<file path="src/rtl/reset_period_monitor.sv">
// Receive-side checker for a periodic reset pulse train: measures the low and high phase
// lengths of each period, checks them against expected values and flags stuck levels.
module reset_period_monitor #(
    parameter int unsigned CNT_W       = 16,
    parameter int unsigned TOL_W       = 8,
    parameter int unsigned PCNT_W      = 16,
    parameter int unsigned STUCK_LIMIT = 32'h0000_FFFF
) (
    input  logic              clk,
    input  logic              reset,
    input  logic              pulse_in,
    input  logic [CNT_W-1:0]  exp_low_time,
    input  logic [CNT_W-1:0]  exp_high_time,
    input  logic [TOL_W-1:0]  tolerance,
    input  logic              clear,
    output logic [CNT_W-1:0]  meas_low_time,
    output logic [CNT_W-1:0]  meas_high_time,
    output logic              meas_valid,
    output logic              low_err,
    output logic              high_err,
    output logic              stuck,
    output logic [PCNT_W-1:0] period_count
);

    localparam logic [CNT_W-1:0]  Limit   = CNT_W'(STUCK_LIMIT);
    localparam logic [CNT_W-1:0]  LimitM1 = CNT_W'(STUCK_LIMIT - 1);
    localparam logic [PCNT_W-1:0] PcntMax = '1;

    typedef enum logic [1:0] {StAlign, StLow, StHigh} state_e;

    state_e            state_q, state_d;
    logic              sync1_q, sync2_q, sync3_q;
    logic              rise_q, fall_q;
    logic [CNT_W-1:0]  cnt_q, cnt_d;
    logic              low_seen_q, low_seen_d;
    logic [CNT_W-1:0]  meas_low_q, meas_low_d;
    logic [CNT_W-1:0]  meas_high_q, meas_high_d;
    logic              vld_pend_q, vld_pend_d;
    logic              meas_valid_q;
    logic              low_err_q, low_err_d;
    logic              high_err_q, high_err_d;
    logic              stuck_q, stuck_d;
    logic [PCNT_W-1:0] pcnt_q, pcnt_d;
    logic              edge_act;
    logic              hit_limit;

    function automatic logic out_of_tol(input logic [CNT_W-1:0] meas,
                                        input logic [CNT_W-1:0] expv,
                                        input logic [TOL_W-1:0] tol);
        logic [CNT_W:0] diff;
        if (meas >= expv) diff = {1'b0, meas} - {1'b0, expv};
        else              diff = {1'b0, expv} - {1'b0, meas};
        return diff > (CNT_W+1)'(tol);
    endfunction

    assign edge_act  = rise_q | fall_q;
    // Stuck fires once, on the cycle the counter climbs onto the limit.
    assign hit_limit = !edge_act && (cnt_q == LimitM1);

    always_comb begin
        state_d     = state_q;
        low_seen_d  = low_seen_q;
        meas_low_d  = meas_low_q;
        meas_high_d = meas_high_q;
        vld_pend_d  = 1'b0;
        low_err_d   = clear ? 1'b0 : low_err_q;
        high_err_d  = clear ? 1'b0 : high_err_q;
        stuck_d     = clear ? 1'b0 : stuck_q;
        pcnt_d      = clear ? '0 : pcnt_q;

        if (edge_act)            cnt_d = {{(CNT_W-1){1'b0}}, 1'b1};
        else if (cnt_q != Limit) cnt_d = cnt_q + 1'b1;
        else                     cnt_d = cnt_q;

        case (state_q)
            StAlign: begin
                low_seen_d = 1'b0;
                if (rise_q)      state_d = StHigh;
                else if (fall_q) state_d = StLow;
            end
            StLow: begin
                if (rise_q) begin
                    meas_low_d = cnt_q;
                    if (out_of_tol(cnt_q, exp_low_time, tolerance)) low_err_d = 1'b1;
                    low_seen_d = 1'b1;
                    state_d    = StHigh;
                end
            end
            StHigh: begin
                if (fall_q) begin
                    meas_high_d = cnt_q;
                    if (out_of_tol(cnt_q, exp_high_time, tolerance)) high_err_d = 1'b1;
                    // A high phase entered straight from alignment is not a full period.
                    if (low_seen_q) begin
                        vld_pend_d = 1'b1;
                        if (pcnt_d != PcntMax) pcnt_d = pcnt_d + 1'b1;
                    end
                    state_d = StLow;
                end
            end
            default: state_d = StAlign;
        endcase

        if (hit_limit) begin
            stuck_d = 1'b1;
            state_d = StAlign;
        end
    end

    always_ff @(posedge clk or negedge reset) begin
        if (!reset) begin
            state_q      <= StAlign;
            sync1_q      <= 1'b0;
            sync2_q      <= 1'b0;
            sync3_q      <= 1'b0;
            rise_q       <= 1'b0;
            fall_q       <= 1'b0;
            cnt_q        <= '0;
            low_seen_q   <= 1'b0;
            meas_low_q   <= '0;
            meas_high_q  <= '0;
            vld_pend_q   <= 1'b0;
            meas_valid_q <= 1'b0;
            low_err_q    <= 1'b0;
            high_err_q   <= 1'b0;
            stuck_q      <= 1'b0;
            pcnt_q       <= '0;
        end else begin
            state_q      <= state_d;
            sync1_q      <= pulse_in;
            sync2_q      <= sync1_q;
            sync3_q      <= sync2_q;
            rise_q       <= sync2_q & ~sync3_q;
            fall_q       <= ~sync2_q & sync3_q;
            cnt_q        <= cnt_d;
            low_seen_q   <= low_seen_d;
            meas_low_q   <= meas_low_d;
            meas_high_q  <= meas_high_d;
            vld_pend_q   <= vld_pend_d;
            meas_valid_q <= vld_pend_q;
            low_err_q    <= low_err_d;
            high_err_q   <= high_err_d;
            stuck_q      <= stuck_d;
            pcnt_q       <= pcnt_d;
        end
    end

    assign meas_low_time  = meas_low_q;
    assign meas_high_time = meas_high_q;
    assign meas_valid     = meas_valid_q;
    assign low_err        = low_err_q;
    assign high_err       = high_err_q;
    assign stuck          = stuck_q;
    assign period_count   = pcnt_q;

endmodule

</file>
<file path="config.mk">
export PLATFORM = sky130hd
export DESIGN_NAME = reset_period_monitor
export DESIGN_NICKNAME = d
export VERILOG_FILES = /design/src/rtl/reset_period_monitor.sv
export SDC_FILE = /design/constraint.sdc
export NUM_CORES = 1
export LEC_CHECK = 0
export CORE_ASPECT_RATIO = 0.7
export CORE_MARGIN = 5
export CORE_UTILIZATION = 41
export CTS_CLUSTER_DIAMETER = 40
export CTS_CLUSTER_SIZE = 40
export DETAILED_ROUTE_END_ITERATION = 6
export DONT_BUFFER_PORTS = 1
export GPL_ROUTABILITY_DRIVEN = 0
export SLEW_MARGIN = 15
export SYNTH_ARGS = -nofsm -noshare
export SYNTH_HDL_FRONTEND = slang
export SYNTH_SLANG_ARGS = --single-unit
</file>
<file path="constraint.sdc">
create_clock -name clk -period 10.5 [get_ports clk]
set_input_delay 1.05 -clock clk [delete_from_list [all_inputs] [get_ports clk]]
set_output_delay 1.05 -clock clk [all_outputs]
set_load 0.01 [all_outputs]
</file>
# == Word level (Yosys, flattened, before mapping) ==
# Cells that the tools add are included.
# word_totals
reg_bits,77
output_inout_bits,52
elab_cells,80
# classes
addsub,6
n_lt_le_gt_ge,4
eq_ne,7
n_mux,33
bitwise,5
n_reduce_logical,9
# ops
op,count
16-bit two-way mux,7
17-bit two-way mux,6
16-bit by 16-bit subtractor with 17-bit output,4
17-bit by 8-bit > comparator with 1-bit output,2
16-bit by 1-bit adder with 16-bit output (second input constant),2
16-bit >= comparator,2
16-bit != test (second input constant),2
16-bit equality test (second input constant),1
1-bit two-way mux,14
2-bit two-way mux,4
2-bit case mux with 3 select lines,1
2-bit AND reduction,3
2-bit nonzero test,3
3-bit != test (second input constant),1
1-bit AND,2
2-bit by 1-bit equality test with 1-bit output (second input constant),1
2-bit equality test (second input constant),1
2-bit zero test,1
2-bit != test (second input constant),1
1-bit inverter,2
1-bit case mux with 2 select lines,1
1-bit logical AND,1
1-bit zero test,1
1-bit bitwise OR,1

# == Longest topological paths before layout ==
# Gate-level depths: netlist of run 1.
# logic_depth
ltp_word,8
depth_mapped,23
mapped_depth_nobuf,21

# == Least setup slack after synthesis of run 1 ==
# Ideal clock, no wire load.
# synth_path
path_type,input-to-reg
start,in exp_low_time[14]
end,reg low_err_q (netlist: low_err)
setup_time_ns,0.130
arrival_ns,4.226
required_time_ns,10.370
path_slack_ns,6.144
stages,21
n_path_buf,2
path_cell_list,inv_1 -> ha_1 -> buf_2 -> a21o_1 -> a21oi_1 -> o41ai_2 -> a31oi_1 -> a31o_1 -> buf_6 -> mux2i_4 -> xnor2_1 -> ha_1 -> a21o_1 -> a21o_1 -> a211oi_1 -> o21ai_0 -> a21oi_1 -> o2111a_1 -> nand4_1 -> o31ai_1 -> a31oi_1
# synth_between
elab_chain_len,8
word_cells_on_any_way,10
cone_classes,add/sub (2); order compare (2); mux (6)
# synth_rtl
item,line,text
start: declaration,12,"input logic [CNT_W-1:0] exp_low_time,"
"16-bit by 16-bit subtractor with 17-bit output, or another cell as far along",52,"else diff = {1'b0, expv} - {1'b0, meas};"
17-bit two-way mux *,51,"if (meas >= expv) diff = {1'b0, meas} - {1'b0, expv};"
17-bit two-way mux *,82,if (rise_q) begin
17-bit two-way mux *,75,case (state_q)
17-bit by 8-bit > comparator with 1-bit output *,53,return diff > (CNT_W+1)'(tol);
1-bit two-way mux *,84,"if (out_of_tol(cnt_q, exp_low_time, tolerance)) low_err_d = 1'b1;"
1-bit two-way mux *,82,
1-bit two-way mux *,75,
net low_err_d,40,"logic low_err_q, low_err_d;"
end signal: assignment,141,low_err_q <= low_err_d;
end: declaration,40,
# The timed path passes the listed nets; every way through them passes the cells marked *. The select of a mux whose other input is x is not followed.
# A chain may end at the register's enable or synchronous reset.

# == Final worst setup path of run 1 ==
# layout_path
start,in exp_low_time[10]
end,reg low_err_q (netlist: low_err)
# Same word-level chain as after synthesis.

==> results.py, run 1 <==
metrics = {
    "synth": {
        "ys_seq_area_share_pct": 27.2,
        "synth_edf_count": 0,
        "synth.area.top_cells": "dfrtp_1 (27%), ha_1 (15%), xnor2_1 (4.9%)",
        "netlist_area_mm2": 0.00709,
        "synth-async-reset-ratio_pct": 100,
        "ys_types": 82,
        "synth_area_leader_cell": "dfrtp_1",
        "yosysTopAreaCellShare_pct": 27.2,
        "avgSynthCellArea_um2": 8.54,
        "synth_flop_cell": "dfrtp_1",
        "synth_seq_cells": 77,
        "synth_nets": 961,
        "syn_inst": 830,
        "yosys_warnings": 0,
    },
    "floorplan": {
        "std_cell_rows": 40,
        "pin_count": 96,
        "initial_utilization_pct": 41.5,
        "fp.dieH_um": 120,
        "core_mm2": 0.0171,
        "dieArea_mm2": 0.0201,
        "die_x_um": 167,
    },
    "critical_path": {
        "reg2reg_to": "low_err",
        "reg2reg_depth": 20,
        "r2r_start": "cnt_q[0]",
        "regToRegSetupSlack_ns": 5.61,
        "crit_arrival_ns": 5.20,
        "cp.required_ns": 10.71,
        "endpoint_kind": "register",
        "worstSetupStartpointType": "primary input",
        "path_class": "primary input to register",
        "crit_fanout": 14,
    },
    "hold_path": {
        "min_path_cells": 0,
        "hold_path.class": "register to register",
        "hold_start": "vld_pend_q",
        "hold_end": "meas_valid",
    },
    "route": {
        "drcViolationCount": 0,
        "ant_nets": 0,
        "drt-total-wl_mm": 20.1,
        "dr.pass1.iters": 5,
        "viasPerCell": 5.54,
        "drt_iter0_markers": 411,
        "wl_per_cell_um": 19.3,
        "vias": 5760,
    },
    "power": {
        "power.density_mw_per_mm2": 123,
        "switchingPower_uw": 310,
        "leakage_uw": 0.00342,
        "seqPwrFrac_pct": 38.4,
        "combPwrFrac_pct": 27.8,
        "internal_power_uw": 606,
        "p_clk_share_pct": 33.9,
        "swShare_pct": 33.9,
        "ir_worst_vdd_mv": 0.0840,
        "finalPower_uw": 916,
    },
    "global_routing": {
        "grt_antenna_before_repair": 0,
        "grt_pass1_vias": 5329,
        "grt_max_degree": 78,
        "grt_overflow": 0,
        "grt_first_pass_wirelength_mm": 31.1,
        "grt_usage_pct": 19.6,
    },
    "cts": {
        "clock_tree.root_cell": "clkbuf_16",
        "cts_tree": "built",
        "htree_levels": 3,
        "clkLatencyLatePin_ns": 0.34,
        "cts_resized": 0,
        "cts_setup_buffers": 0,
        "numClockSinks": 77,
        "clock_path_buffers": 2,
        "cts_hold_buf": 0,
        "clk_pin_slew_worst_paths_ns": 0.06,
        "cts_inserted_buffers": 9,
    },
    "placement": {
        "hpwl_mm": 16.0,
        "dp_slack_ns": 5.24,
        "placed_cells": 1023,
        "port_buffers": 0,
        "dpl_cell_area_mm2": 0.00715,
    },
    "sta": {
        "skew_ns": 0.00759,
        "report.final.setup_viol": 0,
        "finalHoldViolations": 0,
        "max_slew.worst_pin.slew_ns": 1.06,
        "finalWorstSetupSlack_ns": 5.50,
        "tns_ns": 0,
        "max_slew_margin_pct": 29.1,
        "clock.fmax_ghz": 0.200,
        "slew_viol_final": 0,
        "rsz0062_at_grt": "no",
        "period_share_pct": 47.6,
        "min_period_ns": 5.00,
    },
    "final_layout": {
        "instances_no_fill": 1039,
        "final_cell_mix": "ha_1 (83), dfrtp_1 (77), inv_1 (76)",
        "stdcell_area_mm2": 0.00745,
        "fillerInstances": 1691,
        "layout_commonest_cell": "ha_1",
        "area_growth_pct": 5.06,
        "antennaDiodeCount": 0,
        "num-nets-final": 934,
        "drive_gt1_share_pct": 8.54,
    },
    "outcome": {
        "status": "finished clean",
    },
    "run": {
        "drv_cap": 0,
    },
}
## sequential cells by signal, indices dropped and copies added, names as in the netlist, 2 cells and up
register and flops:
meas_high_time 16, state_q 2, meas_low_time 16, cnt_q 16, period_count 16
## Yosys cell counts, types with 3 or more instances
| library cell | instances |
|---|---|
| nand4_1 | 15 |
| a21o_1 | 24 |
| dfrtp_1 | 77 |
| nand2b_1 | 3 |
| and4_1 | 3 |
| fa_1 | 4 |
| o21a_1 | 11 |
| a31o_2 | 3 |
| nand3b_1 | 4 |
| and3_1 | 8 |
| o21ai_0 | 56 |
| o21ai_2 | 3 |
| buf_6 | 7 |
| xnor2_1 | 40 |
| ha_1 | 83 |
| nor2b_1 | 15 |
| mux2i_1 | 9 |
| inv_1 | 76 |
| or2_2 | 3 |
| nand2_1 | 71 |
| o21ai_1 | 7 |
| a21oi_1 | 49 |
| and2_1 | 7 |
| buf_4 | 3 |
| nand3_1 | 25 |
| a311oi_1 | 3 |
| xor2_1 | 19 |
| nor3_1 | 12 |
| nor2_1 | 59 |
| a31oi_1 | 6 |
| a211oi_1 | 9 |
| buf_2 | 17 |
| nor4_1 | 3 |
| clkbuf_1 | 10 |
| o21bai_1 | 10 |
| mux2_2 | 5 |
| a21oi_2 | 9 |
## worst max-delay path by stage
stage,startpoint,to,cells past startpoint
after floorplan,exp_low_time[14],low_err,21
after global placement,exp_low_time[10],low_err,20
after detailed placement,exp_low_time[10],low_err,20
after CTS,exp_low_time[8],low_err,20
after global routing,exp_low_time[10],low_err,20
final,exp_low_time[10],low_err,20
## power groups by stage
stage | sequential (µW) | clock, µW | combinational (µW)
after floorplan | 344 | 0 | 200
after global placement | 358 | 0 | 249
after detailed placement | 357 | 0 | 250
after CTS | 352 | 318 | 251
after global routing | 355 | 331 | 283
final | 351 | 310 | 254
## layout make-up
cell class / instances / area, µm² / share of cell area (%)
Clock buffer: 9 / 225 / 3.02
Sequential cell: 77 / 1930 / 25.9
Inverter: 78 / 293 / 3.93
Multi-Input combinational cell: 637 / 4640 / 62.3
Clock inverter: 7 / 72.6 / 0.974
Tap cell: 231 / 289 / 3.88
## metal layers
metal	part of all wire [%]	track usage, %	vias to the layer above
met5	0	0	-
met4	1.3	3.95	0
met3	7.5	5.24	21
met2	40	26.9	164
met1	52	30.5	2727
li1	-	-	2848
## per-stage QoR
| stage | util [%] | hold WS [ns] |
|---|---|---|
| final | 43.7 | 0.349 |
| after global routing | 43.7 | 0.353 |
| after CTS | 43.7 | 0.347 |
| after detailed placement | 41.9 | 0.335 |
| after global placement | 41.9 | 0.337 |
| after floorplan | - | 0.331 |
## worst max-delay path, stage by stage
cell	delay [ns]
inv_1	0.02
ha_1	0.51
and2_1	0.25
nand4_1	0.12
o41ai_2	0.27
a31oi_1	0.11
a31oi_2	0.61
mux2_2	0.42
a21oi_2	0.12
xnor2_1	0.15
ha_1	0.27
nand4_1	0.11
nor2_1	0.05
a211oi_1	0.23
o21ai_0	0.11
a21oi_1	0.26
o2111a_1	0.23
nand4_1	0.09
o31ai_1	0.12
a31oi_1	0.11
## cells by family after synthesis
kind of cell / after synthesis / share of synthesized area (%)
flops: 77 / 27.2
xor+xnor: 59 / 7.29
buf+inv: 116 / 7.34
simple gates: 249 / 18.1
compound gates: 227 / 22.0
mux: 15 / 2.38
fa+ha+maj: 87 / 15.8
Power figures use the tool's default switching activity.
==> run 2, diff against run 1 <==
Clock period 10.5 ns to 5.25 ns, I/O delays scaled along.
==> results.py, run 2 (synthesis gave the netlist of run 1 again) <==
metrics = {
    "global_routing": {
        "grt_max_degree": 78,
        "grt_usage_pct": 20.0,
        "grt_pass1_vias": 5422,
        "grt_antenna_before_repair": 0,
        "grt_first_pass_wirelength_mm": 32.0,
        "grt_overflow": 0,
    },
    "sta": {
        "report.final.setup_viol": 0,
        "clock.fmax_ghz": 0.217,
        "min_period_ns": 4.62,
        "skew_ns": 0.0128,
        "period_share_pct": 87.9,
        "finalHoldViolations": 0,
        "rsz0062_at_grt": "no",
        "slew_viol_final": 0,
        "max_slew_margin_pct": 42.0,
        "max_slew.worst_pin.slew_ns": 0.868,
        "tns_ns": 0,
    },
    "critical_path": {
        "path_depth": 19,
        "reg2reg_depth": 19,
        "path_class": "register to register",
        "cp.required_ns": 5.46,
        "crit_path_start": "cnt_q[10]",
        "slowest_stage": "ha_1",
        "crit_fanout": 12,
        "regToRegSetupSlack_ns": 0.63,
        "cp-endpoint": "low_err",
        "cp_num_buf_inv": 0,
        "crit_arrival_ns": 4.83,
        "cp_cell_sequence": "ha_1 -> and2_1 -> nand4_1 -> o41ai_2 -> a31oi_1 -> a31oi_2 -> mux2_2 -> a21oi_2 -> xnor2_1 -> ha_1 -> nand4_1 -> nor2_1 -> a211oi_1 -> o21ai_0 -> a21oi_1 -> o2111a_1 -> nand4_1 -> o31ai_1 -> a31oi_1",
        "reg2reg_to": "low_err",
        "r2r_start": "cnt_q[10]",
        "cpMostUsedCell": "nand4_1",
        "endpoint_kind": "register",
        "path_delay_family": "compound AO/OA/AOI/OAI gates",
        "worstSetupStartpointType": "register",
        "cp_slowest_stage_delay_ns": 0.59,
    },
    "power": {
        "combPwrFrac_pct": 28.9,
        "switchingPower_uw": 648,
        "swShare_pct": 35.4,
        "seqPwrFrac_pct": 38.3,
        "ir_worst_vdd_mv": 0.146,
        "leakage_uw": 0.00345,
        "internal_power_uw": 1180,
        "p_clk_share_pct": 32.8,
        "power.density_mw_per_mm2": 244,
    },
    "floorplan": {
        "fp.dieH_um": 120,
        "die_x_um": 167,
        "dieArea_mm2": 0.0201,
        "pin_count": 96,
        "initial_utilization_pct": 41.5,
        "std_cell_rows": 40,
        "core_mm2": 0.0171,
    },
    "route": {
        "wl_per_cell_um": 19.6,
        "ant_nets": 0,
        "vias": 5876,
        "viasPerCell": 5.63,
        "dr.pass1.iters": 5,
        "drt-total-wl_mm": 20.4,
        "drcViolationCount": 0,
        "drt_iter0_markers": 506,
    },
    "final_layout": {
        "instances_no_fill": 1043,
        "antennaDiodeCount": 0,
        "num-nets-final": 938,
        "layout_commonest_cell": "ha_1",
        "area_growth_pct": 5.66,
        "drive_gt1_share_pct": 8.99,
        "final_cell_mix": "ha_1 (83), dfrtp_1 (77), inv_1 (76)",
    },
    "run": {
        "drv_cap": 0,
    },
    "placement": {
        "port_buffers": 0,
        "hpwl_mm": 16.4,
        "placed_cells": 1026,
    },
    "hold_path": {
        "hold_path.class": "primary input to asynchronous set/reset pin",
    },
    "cts": {
        "cts_hold_buf": 1,
        "htree_levels": 3,
        "numClockSinks": 77,
        "cts_inserted_buffers": 9,
        "cts_setup_buffers": 0,
        "clock_path_buffers": 2,
        "cts_tree": "built",
        "clk_pin_slew_worst_paths_ns": 0.07,
        "clkLatencyLatePin_ns": 0.34,
        "clock_tree.root_cell": "clkbuf_16",
        "cts_resized": 0,
    },
    "outcome": {
        "status": "finished clean",
    },
}
-- run 2: per-stage QoR --
step	utilization (%)	instance area, µm²	hold slack [ns]	total power [µW]	worst slack, ns
2_1_floorplan	-	7090	0.229	1090	1.42
3_3_place_gp	42.0	7170	0.231	1220	0.770
3_5_place_dp	42.0	7170	0.231	1220	0.668
4_1_cts	43.9	7490	0.0826	1830	0.668
5_1_grt	43.9	7490	0.0858	1940	0.317
6_report	43.9	7490	0.0677	1830	0.633
-- run 2: area by class of cell --
class	count	area (µm²)
fill	1683	9570
multi-input combinational	637	4640
sequential	77	1930
inverter	78	293
tap	231	289
clock buffer	9	225
clock inverter	7	65.1
timing repair buffer	4	50.0
-- run 2: power groups by stage --
| stage | logic (µW) | registers (µW) | clock network, µW |
|---|---|---|---|
| detailed placement | 504 | 713 | 0 |
| global placement | 503 | 713 | 0 |
| CTS | 521 | 702 | 609 |
| global route | 592 | 707 | 638 |
| floorplan | 399 | 688 | 0 |
| finish | 529 | 700 | 599 |
-- run 2: worst min-delay path by stage --
stage	startpoint	endpoint	slack [ns]	depth (start not counted)
6_report	reset	period_count[14]	0.07	1
5_1_grt	reset	period_count[13]	0.09	1
4_1_cts	reset	period_count[14]	0.08	1
3_5_place_dp	reset	period_count[14]	0.23	0
3_3_place_gp	reset	period_count[14]	0.23	0
2_1_floorplan	reset	cnt_q[0]	0.23	0
-- run 2: routing by layer --
| metal | share of wire [%] | GRT usage, % | vias to the layer above |
|---|---|---|---|
| met5 | 0 | 0 | - |
| met4 | 0.99 | 3.35 | 0 |
| met3 | 7.0 | 4.41 | 12 |
| met2 | 39 | 27.0 | 195 |
| met1 | 53 | 32.4 | 2821 |
| li1 | - | - | 2848 |
-- run 2: worst reg2reg max path: stages, from the launching register on --
cell and delay [ns]:
dfrtp_1 0.50, ha_1 0.59, and2_1 0.25, nand4_1 0.12
o41ai_2 0.27, a31oi_1 0.11, a31oi_2 0.51, mux2_2 0.41
a21oi_2 0.12, xnor2_1 0.13, ha_1 0.27, nand4_1 0.10
nor2_1 0.05, a211oi_1 0.18, o21ai_0 0.10, a21oi_1 0.26
o2111a_1 0.23, nand4_1 0.09, o31ai_1 0.09, a31oi_1 0.12
==> run 3, diff against run 2 <==
--- a/config.mk
+++ b/config.mk
@@ -10,3 +10,2 @@
 export CORE_UTILIZATION = 41
-export CTS_CLUSTER_DIAMETER = 40
 export CTS_CLUSTER_SIZE = 40
@@ -15,2 +14,3 @@
 export GPL_ROUTABILITY_DRIVEN = 0
+export MAX_ROUTING_LAYER = met4
 export SLEW_MARGIN = 15
==> constraint.sdc (replaced) <==
create_clock -name clk -period 5.25 [get_ports clk]
set_input_delay 1.05 -clock clk [delete_from_list [all_inputs] [get_ports clk]]
set_output_delay 1.05 -clock clk [all_outputs]
set_load 0.01 [all_outputs]
==> results.py, run 3 (synthesis gave the netlist of run 1 again) <==
metrics = {
    "outcome": {
        "status": "finished clean",
    },
    "final_layout": {
        "antennaDiodeCount": 0,
        "layout_commonest_cell": "ha_1",
        "num-nets-final": 944,
        "area_growth_pct": 6.07,
        "drive_gt1_share_pct": 9.66,
        "final_cell_mix": "ha_1 (83), dfrtp_1 (77), inv_1 (76)",
    },
    "power": {
        "swShare_pct": 34.8,
        "seqPwrFrac_pct": 38.7,
        "internal_power_uw": 1180,
        "switchingPower_uw": 628,
        "leakage_uw": 0.00347,
        "power.density_mw_per_mm2": 240,
        "combPwrFrac_pct": 28.1,
        "finalPower_uw": 1810,
        "ir_worst_vdd_mv": 0.149,
        "p_clk_share_pct": 33.2,
    },
    "sta": {
        "report.final.setup_viol": 0,
        "slew_viol_final": 0,
        "max_slew_margin_pct": 43.3,
        "max_slew.worst_pin.slew_ns": 0.849,
        "tns_ns": 0,
        "rsz0062_at_grt": "no",
        "min_period_ns": 4.69,
        "finalHoldViolations": 0,
        "skew_ns": 0.00929,
        "clock.fmax_ghz": 0.213,
        "period_share_pct": 89.3,
    },
    "floorplan": {
        "fp.dieH_um": 120,
        "core_mm2": 0.0171,
        "std_cell_rows": 40,
        "die_x_um": 167,
        "pin_count": 96,
        "initial_utilization_pct": 41.5,
        "dieArea_mm2": 0.0201,
    },
    "critical_path": {
        "reg2reg_depth": 19,
        "reg2reg_to": "low_err",
        "path_class": "primary input to register",
        "r2r_start": "cnt_q[8]",
        "crit_arrival_ns": 4.90,
        "cp.required_ns": 5.46,
        "crit_path_start": "exp_low_time[8]",
        "crit_fanout": 12,
        "endpoint_kind": "register",
        "regToRegSetupSlack_ns": 0.72,
        "worstSetupStartpointType": "primary input",
    },
    "cts": {
        "numClockSinks": 77,
        "cts_inserted_buffers": 9,
        "cts_resized": 0,
        "cts_setup_buffers": 0,
        "clock_tree.root_cell": "clkbuf_16",
        "clk_pin_slew_worst_paths_ns": 0.07,
        "cts_hold_buf": 0,
        "clock_path_buffers": 2,
        "cts_tree": "built",
        "clkLatencyLatePin_ns": 0.34,
        "htree_levels": 3,
    },
    "route": {
        "drt-total-wl_mm": 20.4,
        "drt_iter0_markers": 440,
        "ant_nets": 0,
        "dr.pass1.iters": 5,
        "wl_per_cell_um": 19.5,
        "viasPerCell": 5.52,
        "vias": 5790,
        "drcViolationCount": 0,
    },
    "global_routing": {
        "grt_max_degree": 78,
        "grt_overflow": 0,
        "grt_first_pass_wirelength_mm": 32.1,
        "grt_antenna_before_repair": 0,
        "grt_pass1_vias": 5442,
        "grt_usage_pct": 20.7,
    },
    "placement": {
        "hpwl_mm": 16.3,
        "port_buffers": 0,
    },
    "run": {
        "drv_cap": 0,
    },
    "hold_path": {
        "min_path_cells": 0,
        "hold_end": "meas_valid",
        "hold_path.class": "register to register",
        "hold_start": "vld_pend_q",
    },
}
## run 3: worst max path at each step
stage	cells after the start	to
2_1_floorplan	21	low_err
3_3_place_gp	20	low_err
3_5_place_dp	20	low_err
4_1_cts	20	low_err
5_1_grt	20	low_err
6_report	20	low_err
## run 3: metal layers
| metal | wire, µm | up-vias | GRT usage [%] |
|---|---|---|---|
| met2 | 8390 | 190 | 28.6 |
| met4 | 118 | 0 | 2.89 |
| li1 | - | 2862 | - |
| met1 | 10100 | 2724 | 30.9 |
| met5 | 0 | - | - |
| met3 | 1770 | 14 | 5.37 |
## run 3: critical path, cell delays in order
cell and delay [ns]:
inv_1 0.02, ha_1 0.49, nand3_1 0.20, nor2_2 0.16
o21ai_1 0.10, a31o_2 0.28, a31oi_2 0.45, mux2_2 0.40
a21oi_2 0.11, xnor2_1 0.13, ha_1 0.26, nand4_1 0.10
nor2_1 0.05, a211oi_1 0.20, o21ai_0 0.11, a21oi_1 0.27
o2111a_1 0.23, nand4_1 0.10, o31ai_1 0.08, a31oi_1 0.10
## run 3: metrics by stage
stage	instance area, µm²	hold slack [ns]	util [%]	instances	setup slack [ns]
floorplan	7090	0.331	-	830	0.894
global placement	7220	0.334	42.3	1032	0.342
detailed placement	7220	0.338	42.3	1032	0.262
CTS	7510	0.354	44.0	1048	0.623
global route	7520	0.373	44.1	1049	0.317
finish	7520	0.355	44.1	1049	0.563
## run 3: layout make-up
cell class	count	area, µm²
fillers	1720	9550
multi-input cells	637	4640
flip-flops and latches	77	1930
inverters	78	293
well taps	231	289
clock buffers	9	225
repair buffers	10	78.8
clock inverters	7	65.1
## run 3: power by group through the flow
stage / clock network (µW) / logic, µW / registers (µW)
floorplan: 0 / 399 / 688
CTS: 615 / 501 / 700
detailed placement: 0 / 498 / 711
global route: 641 / 570 / 707
finish: 600 / 507 / 698
global placement: 0 / 501 / 710
